**config.mk**
```make
export PLATFORM = sky130hd
export DESIGN_NAME = button_debounce_pulse
export DESIGN_NICKNAME = d
export VERILOG_FILES = /design/src/rtl/button_debounce_pulse_pkg.sv /design/src/rtl/button_debounce_pulse_sync_2ff.sv /design/src/rtl/button_debounce_pulse.sv
export SDC_FILE = /design/constraint.sdc
export NUM_CORES = 1
export LEC_CHECK = 0
export CAP_MARGIN = 30
export CORE_AREA = 2 2 39 41
export CTS_CLUSTER_SIZE = 24
export DETAILED_ROUTE_END_ITERATION = 10
export DIE_AREA = 0 0 41 43
export PLACE_DENSITY_LB_ADDON = 0.25
export SKIP_LAST_GASP = 1
export SLEW_MARGIN = 5
export SYNTH_ARGS = -nofsm -noshare
export SYNTH_HDL_FRONTEND = slang
export SYNTH_SLANG_ARGS = --single-unit
```
**constraint.sdc**
```tcl
create_clock -name clk -period 1.38 [get_ports clk]
set_clock_uncertainty 0.1 [all_clocks]
set_input_delay 0.276 -clock clk [delete_from_list [all_inputs] [get_ports clk]]
set_output_delay 0.276 -clock clk [all_outputs]
set_load 0.05 [all_outputs]
```
**src/rtl/button_debounce_pulse_pkg.sv**
```systemverilog
// -----------------------------------------------------------------------------
// button_debounce_pulse_pkg
//
// Shared definitions for the push-button debounce block:
//   - state_e               : FSM state encoding, also presented on state_o
//   - DEFAULT_STABLE_CYCLES : stability window used for simulation builds
//   - is_level_high()       : debounced level implied by a given FSM state
// -----------------------------------------------------------------------------
package button_debounce_pulse_pkg;

    // The encoding is visible on state_o, so the values are fixed explicitly.
    typedef enum logic [1:0] {
        IDLE   = 2'd0,
        ARM_HI = 2'd1,
        HIGH   = 2'd2,
        ARM_LO = 2'd3
    } state_e;

    // Short window for simulation; hardware builds override with larger values.
    localparam int DEFAULT_STABLE_CYCLES = 4;

    // While arming a release (ARM_LO) the accepted level is still 1; while
    // arming a press (ARM_HI) it is still 0.
    function automatic logic is_level_high(input state_e st);
        return (st == HIGH) || (st == ARM_LO);
    endfunction

endpackage

```
**src/rtl/button_debounce_pulse_sync_2ff.sv**
```systemverilog
// -----------------------------------------------------------------------------
// sync_2ff
//
// One-bit two-flop synchroniser for asynchronous inputs. A value of async_in
// first sampled at rising edge k appears on sync_out from edge k+1 onward.
//
// Ports:
//   clk      in   clock
//   reset    in   synchronous, active-high reset; clears both flops
//   async_in in   asynchronous input level
//   sync_out out  synchronised level (output of the second flop)
// -----------------------------------------------------------------------------
module sync_2ff (
    input  logic clk,
    input  logic reset,
    input  logic async_in,
    output logic sync_out
);

    logic meta_q;
    logic meta_d;
    logic sync_q;
    logic sync_d;

    always_comb begin
        meta_d = async_in;
        sync_d = meta_q;
    end

    always_ff @(posedge clk) begin
        if (reset) begin
            meta_q <= 1'b0;
            sync_q <= 1'b0;
        end else begin
            meta_q <= meta_d;
            sync_q <= sync_d;
        end
    end

    assign sync_out = sync_q;

endmodule

```
**src/rtl/button_debounce_pulse.sv**
```systemverilog
// -----------------------------------------------------------------------------
// button_debounce_pulse
//
// Conditions a raw, bouncy push-button for the 4-bit lab counter: synchronises
// it to clk, requires STABLE_CYCLES consecutive cycles of a new level before
// accepting it, and emits one-cycle pulses on accepted press/release.
//
// Ports:
//   clk            in   system clock, rising edge
//   reset          in   synchronous, active-high reset
//   btn_in         in   raw button level (asynchronous, may bounce)
//   pulse_out      out  one-cycle pulse when a press is accepted
//   release_pulse  out  one-cycle pulse when a release is accepted
//   btn_level      out  debounced button level
//   state_o        out  current FSM state (IDLE=0, ARM_HI=1, HIGH=2, ARM_LO=3)
//
// A clean edge first sampled at edge k yields its pulse and level change at
// edge k+STABLE_CYCLES+2 (2 synchroniser edges + 1 arming edge + counting).
// -----------------------------------------------------------------------------
module button_debounce_pulse
    import button_debounce_pulse_pkg::*;
#(
    parameter int STABLE_CYCLES = DEFAULT_STABLE_CYCLES,
    parameter int CNT_W         = $clog2(STABLE_CYCLES)
) (
    input  logic       clk,
    input  logic       reset,
    input  logic       btn_in,
    output logic       pulse_out,
    output logic       release_pulse,
    output logic       btn_level,
    output logic [1:0] state_o
);

    localparam logic [CNT_W-1:0] CNT_LAST = CNT_W'(STABLE_CYCLES - 1);
    localparam logic [CNT_W-1:0] CNT_ONE  = CNT_W'(1);

    logic             sync2;

    state_e           state_q;
    state_e           state_d;
    logic [CNT_W-1:0] cnt_q;
    logic [CNT_W-1:0] cnt_d;
    logic             pulse_q;
    logic             pulse_d;
    logic             release_q;
    logic             release_d;
    logic             level_q;
    logic             level_d;
    logic             cnt_last;

    sync_2ff u_sync (
        .clk      (clk),
        .reset    (reset),
        .async_in (btn_in),
        .sync_out (sync2)
    );

    assign cnt_last = (cnt_q == CNT_LAST);

    // State, counter and registered outputs.
    always_ff @(posedge clk) begin
        if (reset) begin
            state_q   <= IDLE;
            cnt_q     <= '0;
            pulse_q   <= 1'b0;
            release_q <= 1'b0;
            level_q   <= 1'b0;
        end else begin
            state_q   <= state_d;
            cnt_q     <= cnt_d;
            pulse_q   <= pulse_d;
            release_q <= release_d;
            level_q   <= level_d;
        end
    end

    // Next-state and stability counter. The counter only advances while the
    // new level persists and stops at CNT_LAST, where the state changes, so
    // it can never wrap. Any reversion discards progress.
    always_comb begin
        state_d = state_q;
        cnt_d   = cnt_q;
        case (state_q)
            IDLE: begin
                if (sync2) begin
                    state_d = ARM_HI;
                    cnt_d   = '0;
                end
            end
            ARM_HI: begin
                if (!sync2) begin
                    state_d = IDLE;
                    cnt_d   = '0;
                end else if (cnt_last) begin
                    state_d = HIGH;
                    cnt_d   = '0;
                end else begin
                    cnt_d = cnt_q + CNT_ONE;
                end
            end
            HIGH: begin
                if (!sync2) begin
                    state_d = ARM_LO;
                    cnt_d   = '0;
                end
            end
            ARM_LO: begin
                if (sync2) begin
                    state_d = HIGH;
                    cnt_d   = '0;
                end else if (cnt_last) begin
                    state_d = IDLE;
                    cnt_d   = '0;
                end else begin
                    cnt_d = cnt_q + CNT_ONE;
                end
            end
            default: begin
                state_d = IDLE;
                cnt_d   = '0;
            end
        endcase
    end

    // Outputs are decoded from the transition being taken and registered, so
    // each pulse lands on the same edge as the state change it reports.
    always_comb begin
        pulse_d   = (state_q == ARM_HI) && sync2 && cnt_last;
        release_d = (state_q == ARM_LO) && !sync2 && cnt_last;
        level_d   = is_level_high(state_d);
    end

    assign pulse_out     = pulse_q;
    assign release_pulse = release_q;
    assign btn_level     = level_q;
    assign state_o       = state_q;

endmodule

```
# Word level (Yosys, flattened, before mapping)

Cells that the tools add are included.
Widths: inputs -> output; s select.

Mux-type cells: 13
Add/sub/neg operators: 1
Equality and inequality tests: 8
Reductions and logical operators: 8

Operators by type and width:

| kind                | count |
|---|---|
| $mux 2              | 11 |
| $pmux 2 s4          | 2 |
| $eq 2x2->1 const B  | 5 |
| $logic_and 1x1->1   | 4 |
| $add 2x1->2 const B | 1 |
| $eq 2x1->1 const B  | 1 |
| $logic_not 2->1     | 1 |
| $ne 2x1->1 const B  | 1 |
| $ne 2x2->1 const B  | 1 |
| $reduce_and 2->1    | 1 |
| $logic_not 1->1     | 1 |
| $logic_or 1x1->1    | 1 |

Word-level logic and storage cells: 37
Input bits: 3
Output and inout port bits: 5
Bits in registers: 9

# Logic depth before layout (Yosys ltp)

Gate-level depths: netlist (run 1).

Depth in word-level cells: 6
Gate-level depth with buffers: 3
Depth with buffers taken out: 3

# Hierarchy

From an unflattened synthesis (run 1), not the netlist that was laid out.

Cell total of the unflattened synthesis: 26
Area total of the unflattened synthesis: 302.8 um^2

Modules (own cells, without submodules):

| module                | instances | cells an instance | area an instance (um^2) | seq. area each (um^2) |
|---|---|---|---|---|
| button_debounce_pulse | 1         | 22                | 250.2                   | 120.1 |
| sync_2ff              | 1         | 4                 | 52.6                    | 40.0 |

# Worst setup path after synthesis (run 1)

Ideal clock, no wire load.

Path kind: flip-flop to flip-flop
From: register state_q[1] (netlist: state_o[1])
To: register cnt_q[0]
Stages on the path, launching flop included: 3
Buffers on the path: 0
Setup time: 0.121 ns
Data required time: 1.159 ns
Arrival: 1.227 ns
Slack: -0.068 ns
Clock period less this slack: 1.448 ns
Cell sequence: dfxtp_1 -> xnor2_2 -> mux2_4

Word-level cells in the longest chain between the ends: 3
Elaborated cells on any way between the ends: 8
Classes of those cells: eq/ne: 5; mux: 1; reduce/logical: 2

RTL lines:

| element                                            | RTL line                    | RTL |
|---|---|---|
| start, declared                                    | button_debounce_pulse.sv:40 | `state_e state_q;` |
| start signal, assigned                             | button_debounce_pulse.sv:70 | `state_q <= state_d;` |
| $eq 2x2->1 or $logic_not 2->1 (tied branches)      | button_debounce_pulse.sv:84 | `case (state_q)` |
| $ne 2x2->1 (no line) or $ne 2x1->1 (tied branches) | n/a                         |  |
| $reduce_and 2->1 (no line)                         | n/a                         |  |
| end signal, assigned                               | button_debounce_pulse.sv:71 | `cnt_q <= cnt_d;` |
| end, declared                                      | button_debounce_pulse.sv:42 | `logic [CNT_W-1:0] cnt_q;` |

Parallel ways exist; a longest one is shown, timed or not.
A chain may end at the register's enable or synchronous reset.

==> results.py, run 1 <==
metrics = {
    "status": {
        "status": "complete, no violations",
    },
    "critical_path": {
        "critical_path_class": "register to primary output",
        "cp_max_fo": 6,
        "arrival_ns": 0.85,
        "worst_ep_required_time_ns": 1.00,
        "critPathTopFamily": "flip-flops",
        "cpMaxStageDelayCell": "dfxtp_2",
        "crit_path_end_kind": "primary output",
        "cp-start-kind": "register",
        "critPathMaxStageDelay_ns": 0.43,
        "crit_chain": "buf_12",
        "worst-path-buf-inv": 1,
    },
    "final_layout": {
        "diodes": 0,
        "nets": 43,
        "design_area_um2": 492,
        "fin_util_pct": 35.5,
        "area_growth_pct": 48.9,
        "fin_cells": 53,
        "drive_gt1_share_pct": 45.9,
    },
    "route": {
        "drcViolationCount": 0,
        "totalWireLength_um": 535,
        "drt.antenna.violating_nets": 0,
        "via_per_inst": 4.40,
        "wl_per_cell_um": 10.1,
        "drt_iter0_drc": 4,
        "dr.pass1.iters": 3,
        "num_vias": 233,
    },
    "power": {
        "p_clk_share_pct": 39.0,
        "p_per_area_nw_per_um2": 889,
        "p_leak_nw": 0.193,
        "p_seq_share_pct": 54.7,
        "totalPowerFinal_mw": 0.437,
        "combinationalPowerShare_pct": 6.2,
        "p_sw_mw": 0.0855,
        "intPower_mw": 0.352,
        "swShare_pct": 19.6,
        "peakVddDrop_uv": 527,
    },
    "cts": {
        "clk_latency_ns": 0.25,
        "cts.sinks": 8,
        "cts_buffers": 3,
        "cts_max_level": 1,
        "cts_tree": "done",
        "cts-root-buf": "clkbuf_4",
        "cts_buffer_depth": 2,
        "path_clk_slew_ns": 0.05,
        "hold_buffers": 0,
    },
    "logic_synthesis": {
        "synth_top_cell_area_share_pct": 48.5,
        "synth_area_um2": 330,
        "synth.distinct_cells": 17,
        "ys_seq_area_share_pct": 48.5,
        "yosysTopAreaCell": "dfxtp_1",
        "syn_nets": 31,
        "synthTopCellsByArea": "dfxtp_1 (48%), and2b_2 (5.3%), nor4b_1 (5.3%)",
        "syn_avg_cell_area_um2": 12.2,
        "synthCells": 27,
        "synth-seq-cells": 8,
        "yosys_warnings": 0,
    },
    "sta": {
        "max_slew_margin_pct": 83.2,
        "setup_ws_ns": 0.154,
        "tightest_slew_ns": 0.251,
        "min_period_ns": 1.23,
        "final-setup-viol-count": 0,
        "hold_viol": 0,
        "fmaxAchievable_mhz": 815,
        "rsz0062_at_grt": "no",
        "post-route-period-util_pct": 88.9,
        "tns_ns": 0,
        "holdWs_ns": 0.344,
        "maxSlewViolCount": 0,
    },
    "placed_design": {
        "routabilityCongestion": 0.698,
        "place_area_um2": 468,
        "dpl.hpwl_um": 428,
        "dpl_worst_slack_ns": -0.0626,
        "dp_cells": 50,
        "port_buffers": 7,
    },
    "floorplan": {
        "core_area_um2": 1380,
        "die_w_um": 41,
        "fp.dieArea_um2": 1760,
        "initial_core_util_pct": 23.9,
        "die_y_um": 43,
        "ios": 8,
        "row_count": 14,
    },
    "global_routing": {
        "grt.overflow.total": 0,
        "grt_max_degree": 10,
        "met2_usage_pct": 12.5,
        "antenna_found_initial": 0,
        "track_usage_pct": 8.78,
        "grt.met1_usage_pct": 9.48,
        "grt_util_met3_pct": 7.85,
        "grt_first_pass_wirelength_um": 993,
        "grt.busiest_layer": "met2",
        "grt_pass1_vias": 231,
    },
    "flow_run": {
        "max_cap_violations": 0,
    },
    "min_path": {
        "hold_path_class": "register to register",
    },
}
==> routing by layer <==
metal	vias to the layer above	part of all wire, %	wire [µm]
met5	-	0	0
met2	8	53	283
met1	109	38	204
met3	0	8.8	47
li1	116	-	-
met4	0	0	0
==> what timing repair did <==
item	4_1_cts	5_1_grt
resized for setup	0	1
setup buffers	0	0
endpoints found under the setup margin	0	1
==> cell type report <==
cell class	instances	area (µm²)
Tap cell	16	20.0
Clock buffer	3	22.5
Multi-Input combinational cell	17	151
Sequential cell	8	163
Timing Repair Buffer	9	135
Fill cell	142	892
==> path summary, 6_finish.rpt <==
| check | start | to | slack, ns | cells after the start |
|---|---|---|---|---|
| max reg2reg | state_o[1] | cnt_q[0] | 0.19 | 2 |
| max | state_o[1] | btn_level | 0.15 | 1 |
| min | u_sync.meta_q | u_sync.sync_out | 0.34 | 1 |
| min reg2reg | u_sync.meta_q | u_sync.sync_out | 0.34 | 1 |
==> cells by family (layout without fill, tap and decap cells) <==
family	count (synthesis)	count (layout)	share of synthesized area (%)
AO/OA/AOI/OAI	3	3	6.82
flip-flops	8	8	48.5
AND/OR/NAND/NOR	10	10	22.7
XOR/XNOR	1	1	4.93
multiplexers	2	2	7.57
buffers and inverters	2	12	5.68
adder cells (fa/ha/maj)	1	1	3.79
==> flip-flops by register name (all words and copies together) (netlist names) <==
signal,cells
pulse_out,1
u_sync.sync_out,1
release_pulse,1
cnt_q,2
u_sync.meta_q,1
state_o,2
==> cells in the final DEF, fill, tap and decap left out <==
cell             synthesis  layout
mux2i_1                  1       1
buf_12                   0       5
a21oi_1                  1       1
nand3b_1                 1       1
nand3_1                  1       1
clkbuf_4                 0       3
mux2_4                   1       1
nand2_1                  1       1
a21bo_2                  1       1
or3b_1                   1       1
and2b_2                  2       2
xnor2_2                  1       1
dfxtp_1                  8       6
clkdlybuf4s50_1          0       2
nor4b_1                  2       2
nor3b_1                  2       2
buf_4                    1       2
ha_1                     1       1
a211oi_1                 1       1
dfxtp_2                  0       2
==> synth_stat cells <==
master and n:
dfxtp_1 8, nor3b_1 2, buf_6 1, and2b_2 2
or3b_1 1, a21bo_2 1, nor4b_1 2, a211oi_1 1
mux2i_1 1, xnor2_2 1, nand3b_1 1, ha_1 1
mux2_4 1, a21oi_1 1, buf_4 1, nand2_1 1
nand3_1 1
==> power by group through the flow <==
| stage | clock network (mW) | registers [mW] | logic [mW] |
|---|---|---|---|
| floorplan | 0 | 0.245 | 0.0133 |
| global placement | 0 | 0.244 | 0.0271 |
| detailed placement | 0 | 0.244 | 0.0275 |
| CTS | 0.177 | 0.239 | 0.0278 |
| global route | 0.195 | 0.240 | 0.0295 |
| finish | 0.171 | 0.239 | 0.0273 |
==> worst reg2reg max path: cells and delay by family (launching register included) <==
family | cells | cell delay (ns)
flip-flops | 1 | 0.37
multiplexers | 1 | 0.33
XOR/XNOR | 1 | 0.27
Note: power is estimated with default switching activity, not from simulation.
==> run 2, diff against run 1 <==
--- a/config.mk
+++ b/config.mk
@@ -15,4 +15,5 @@
 export SLEW_MARGIN = 5
 export SYNTH_ARGS = -nofsm -noshare
 export SYNTH_HDL_FRONTEND = slang
+export SYNTH_HIERARCHICAL = 1
 export SYNTH_SLANG_ARGS = --single-unit
==> run 2 against run 1 <==
Flip-flop and latch count unchanged. Synthesized cell count down 3.7%. Total power rose by 0.52%. Global-route usage is the same. Wire length rose by 2.2%. Sequential share of layout area grew 1.7 points. Combinational power decreased by 14%. Sequential power about the same. Utilization is 1.7 points lower. Die area unchanged. Cell count shrank 1.9%. Largest power group unchanged. Worst hold slack got worse by 0.0099 ns.
==> results.py, run 2 <==
metrics = {
    "critical_path": {
        "critPathMaxStageDelay_ns": 0.37,
        "worst_ep_required_time_ns": 1.42,
        "crit_chain": "xnor2_1 -> mux2_2",
        "cp_max_fo": 6,
        "critPathTopFamily": "flip-flops",
        "worst-path-buf-inv": 0,
        "critical_path_class": "register to register",
        "cp-start-kind": "register",
        "arrival_ns": 1.30,
        "crit_path_end_kind": "register",
        "cpMaxStageDelayCell": "dfxtp_2",
    },
    "cts": {
        "cts_max_level": 1,
        "cts_buffers": 3,
        "hold_buffers": 0,
        "clk_latency_ns": 0.25,
        "cts-root-buf": "clkbuf_4",
        "post_cts_buffers": 0,
        "cts_buffer_depth": 2,
        "cts.sinks": 8,
        "path_clk_slew_ns": 0.06,
        "cts_tree": "done",
    },
    "logic_synthesis": {
        "synthCells": 26,
        "synth_commonest_cells": "dfxtp_1 (8), nor2b_1 (2), nor3b_1 (2), nor4b_1 (2)",
        "ys_seq_area_share_pct": 52.9,
        "syn_avg_cell_area_um2": 11.6,
        "synth_area_um2": 303,
        "synthTopCellsByArea": "dfxtp_1 (53%), nor4b_1 (5.8%), nor3b_1 (5.0%)",
        "synth_top_cell_area_share_pct": 52.9,
        "syn_nets": 30,
        "yosysTopAreaCell": "dfxtp_1",
        "synth.distinct_cells": 16,
        "synth_ff_type": "dfxtp_1",
        "async_reset_ff_share_pct": 0,
        "synth_edf_count": 0,
        "yosys_warnings": 6,
        "synth-seq-cells": 8,
        "post-synth-top-count-cell": "dfxtp_1",
    },
    "placed_design": {
        "port_buffers": 7,
        "routabilityCongestion": 0.735,
    },
    "route": {
        "wl_per_cell_um": 10.5,
        "totalWireLength_um": 547,
        "num_vias": 231,
        "drcViolationCount": 0,
        "dr.pass1.iters": 3,
        "drt.antenna.violating_nets": 0,
        "drt_iter0_drc": 1,
        "via_per_inst": 4.44,
    },
    "sta": {
        "tns_ns": 0,
        "min_period_ns": 1.26,
        "final-setup-viol-count": 0,
        "hold_viol": 0,
        "maxSlewViolCount": 0,
        "max_slew_margin_pct": 77.2,
        "tightest_slew_ns": 0.340,
        "post-route-period-util_pct": 91.4,
        "rsz0062_at_grt": "no",
        "fmaxAchievable_mhz": 793,
        "holdWs_ns": 0.334,
    },
    "flow_run": {
        "max_cap_violations": 0,
    },
    "final_layout": {
        "layout_common_cells": "dfxtp_1 (6), buf_12 (5), clkbuf_4 (3)",
        "drive_gt1_share_pct": 36.1,
        "diodes": 0,
        "regMostFlops": "cnt_q",
        "fillerInstances": 140,
        "final_common_cell": "dfxtp_1",
        "nets": 42,
        "largest_reg_flops": 2,
        "area_growth_pct": 54.5,
    },
    "global_routing": {
        "antenna_found_initial": 0,
        "grt_pass1_vias": 237,
        "grt_max_degree": 10,
        "track_usage_pct": 8.78,
        "grt_first_pass_wirelength_um": 972,
        "grt.overflow.total": 0,
    },
    "floorplan": {
        "die_y_um": 43,
        "die_w_um": 41,
        "initial_core_util_pct": 21.9,
        "fp.dieArea_um2": 1760,
        "ios": 8,
        "row_count": 14,
        "core_area_um2": 1380,
    },
    "power": {
        "peakVddDrop_uv": 357,
        "p_leak_nw": 0.177,
        "p_per_area_nw_per_um2": 939,
    },
    "min_path": {
        "hold_path_class": "register to register",
    },
    "status": {
        "status": "complete, no violations",
    },
}
[run 2: cell count changes in the layout (fill, tap and decap cells not counted)]
cell	change
and2b_2	-2
nor2b_1	+2
buf_4	-1
mux2_2	+1
mux2_4	-1
xnor2_1	+1
xnor2_2	-1
[run 2: worst paths after layout]
path,start,end,slack (ns),cells past startpoint
max,btn_level,cnt_q[0],0.12,2
min,u_sync/meta_q,u_sync/sync_out,0.33,1
max reg2reg,btn_level,cnt_q[0],0.12,2
min reg2reg,u_sync/meta_q,u_sync/sync_out,0.33,1
[run 2: cell type report]
cell class | count | area (µm²) | share of cell area, %
tap | 16 | 20.0 | 4.28
multi-input combinational | 17 | 135 | 28.9
timing repair buffer | 8 | 128 | 27.3
clock buffer | 3 | 22.5 | 4.81
sequential | 8 | 163 | 34.8
[run 2: cells by family (layout without fill, tap and decap cells)]
family,Yosys count,in the layout,synth area share [%]
and+or+nand+nor,10,10,23.1
muxes,2,2,7.02
DFF,8,8,52.9
adders and majority gates,1,1,4.13
buffers and inverters,1,11,2.48
xor gates and xnor gates,1,1,2.89
AOI/OAI and AO/OA,3,3,7.44
[run 2: worst register-to-register path, cell delays in order, from the launching register on]
cell and delay (ns):
dfxtp_2 0.37, xnor2_1 0.31, mux2_2 0.37
[run 2: where the power goes]
group / total [mW] / switching, mW / internal [mW]
sequential: 0.239 / 0.00376 / 0.235
clock: 0.177 / 0.0777 / 0.0994
combinational: 0.0236 / 0.00960 / 0.0140
[run 2: per-stage QoR]
stage | instances | worst slack, ns | total power [mW] | util [%] | cell area, µm²
after global placement | 49 | 0.00510 | 0.266 | 32.1 | 444
after floorplan | 26 | 0.0782 | 0.251 | - | 304
after detailed placement | 49 | -0.0507 | 0.268 | 32.1 | 444
final | 52 | 0.118 | 0.440 | 33.8 | 468
after global routing | 52 | 0.0550 | 0.469 | 33.8 | 468
after CTS | 52 | 0.0192 | 0.450 | 33.7 | 467
[run 2: repair_timing]
action                                  CTS  global route
resized for setup                         0             1
endpoints found under the setup margin    0             1
hold endpoints to repair                  0             0
[run 2: layer usage]
| layer | up-vias | part of all wire (%) | track usage, % |
|---|---|---|---|
| met3 | 0 | 6.8 | 3.14 |
| met2 | 7 | 52 | 12.8 |
| met1 | 107 | 41 | 9.15 |
| met4 | 0 | 0 | 8.00 |
| li1 | 117 | - | - |
| met5 | - | 0 | 0 |
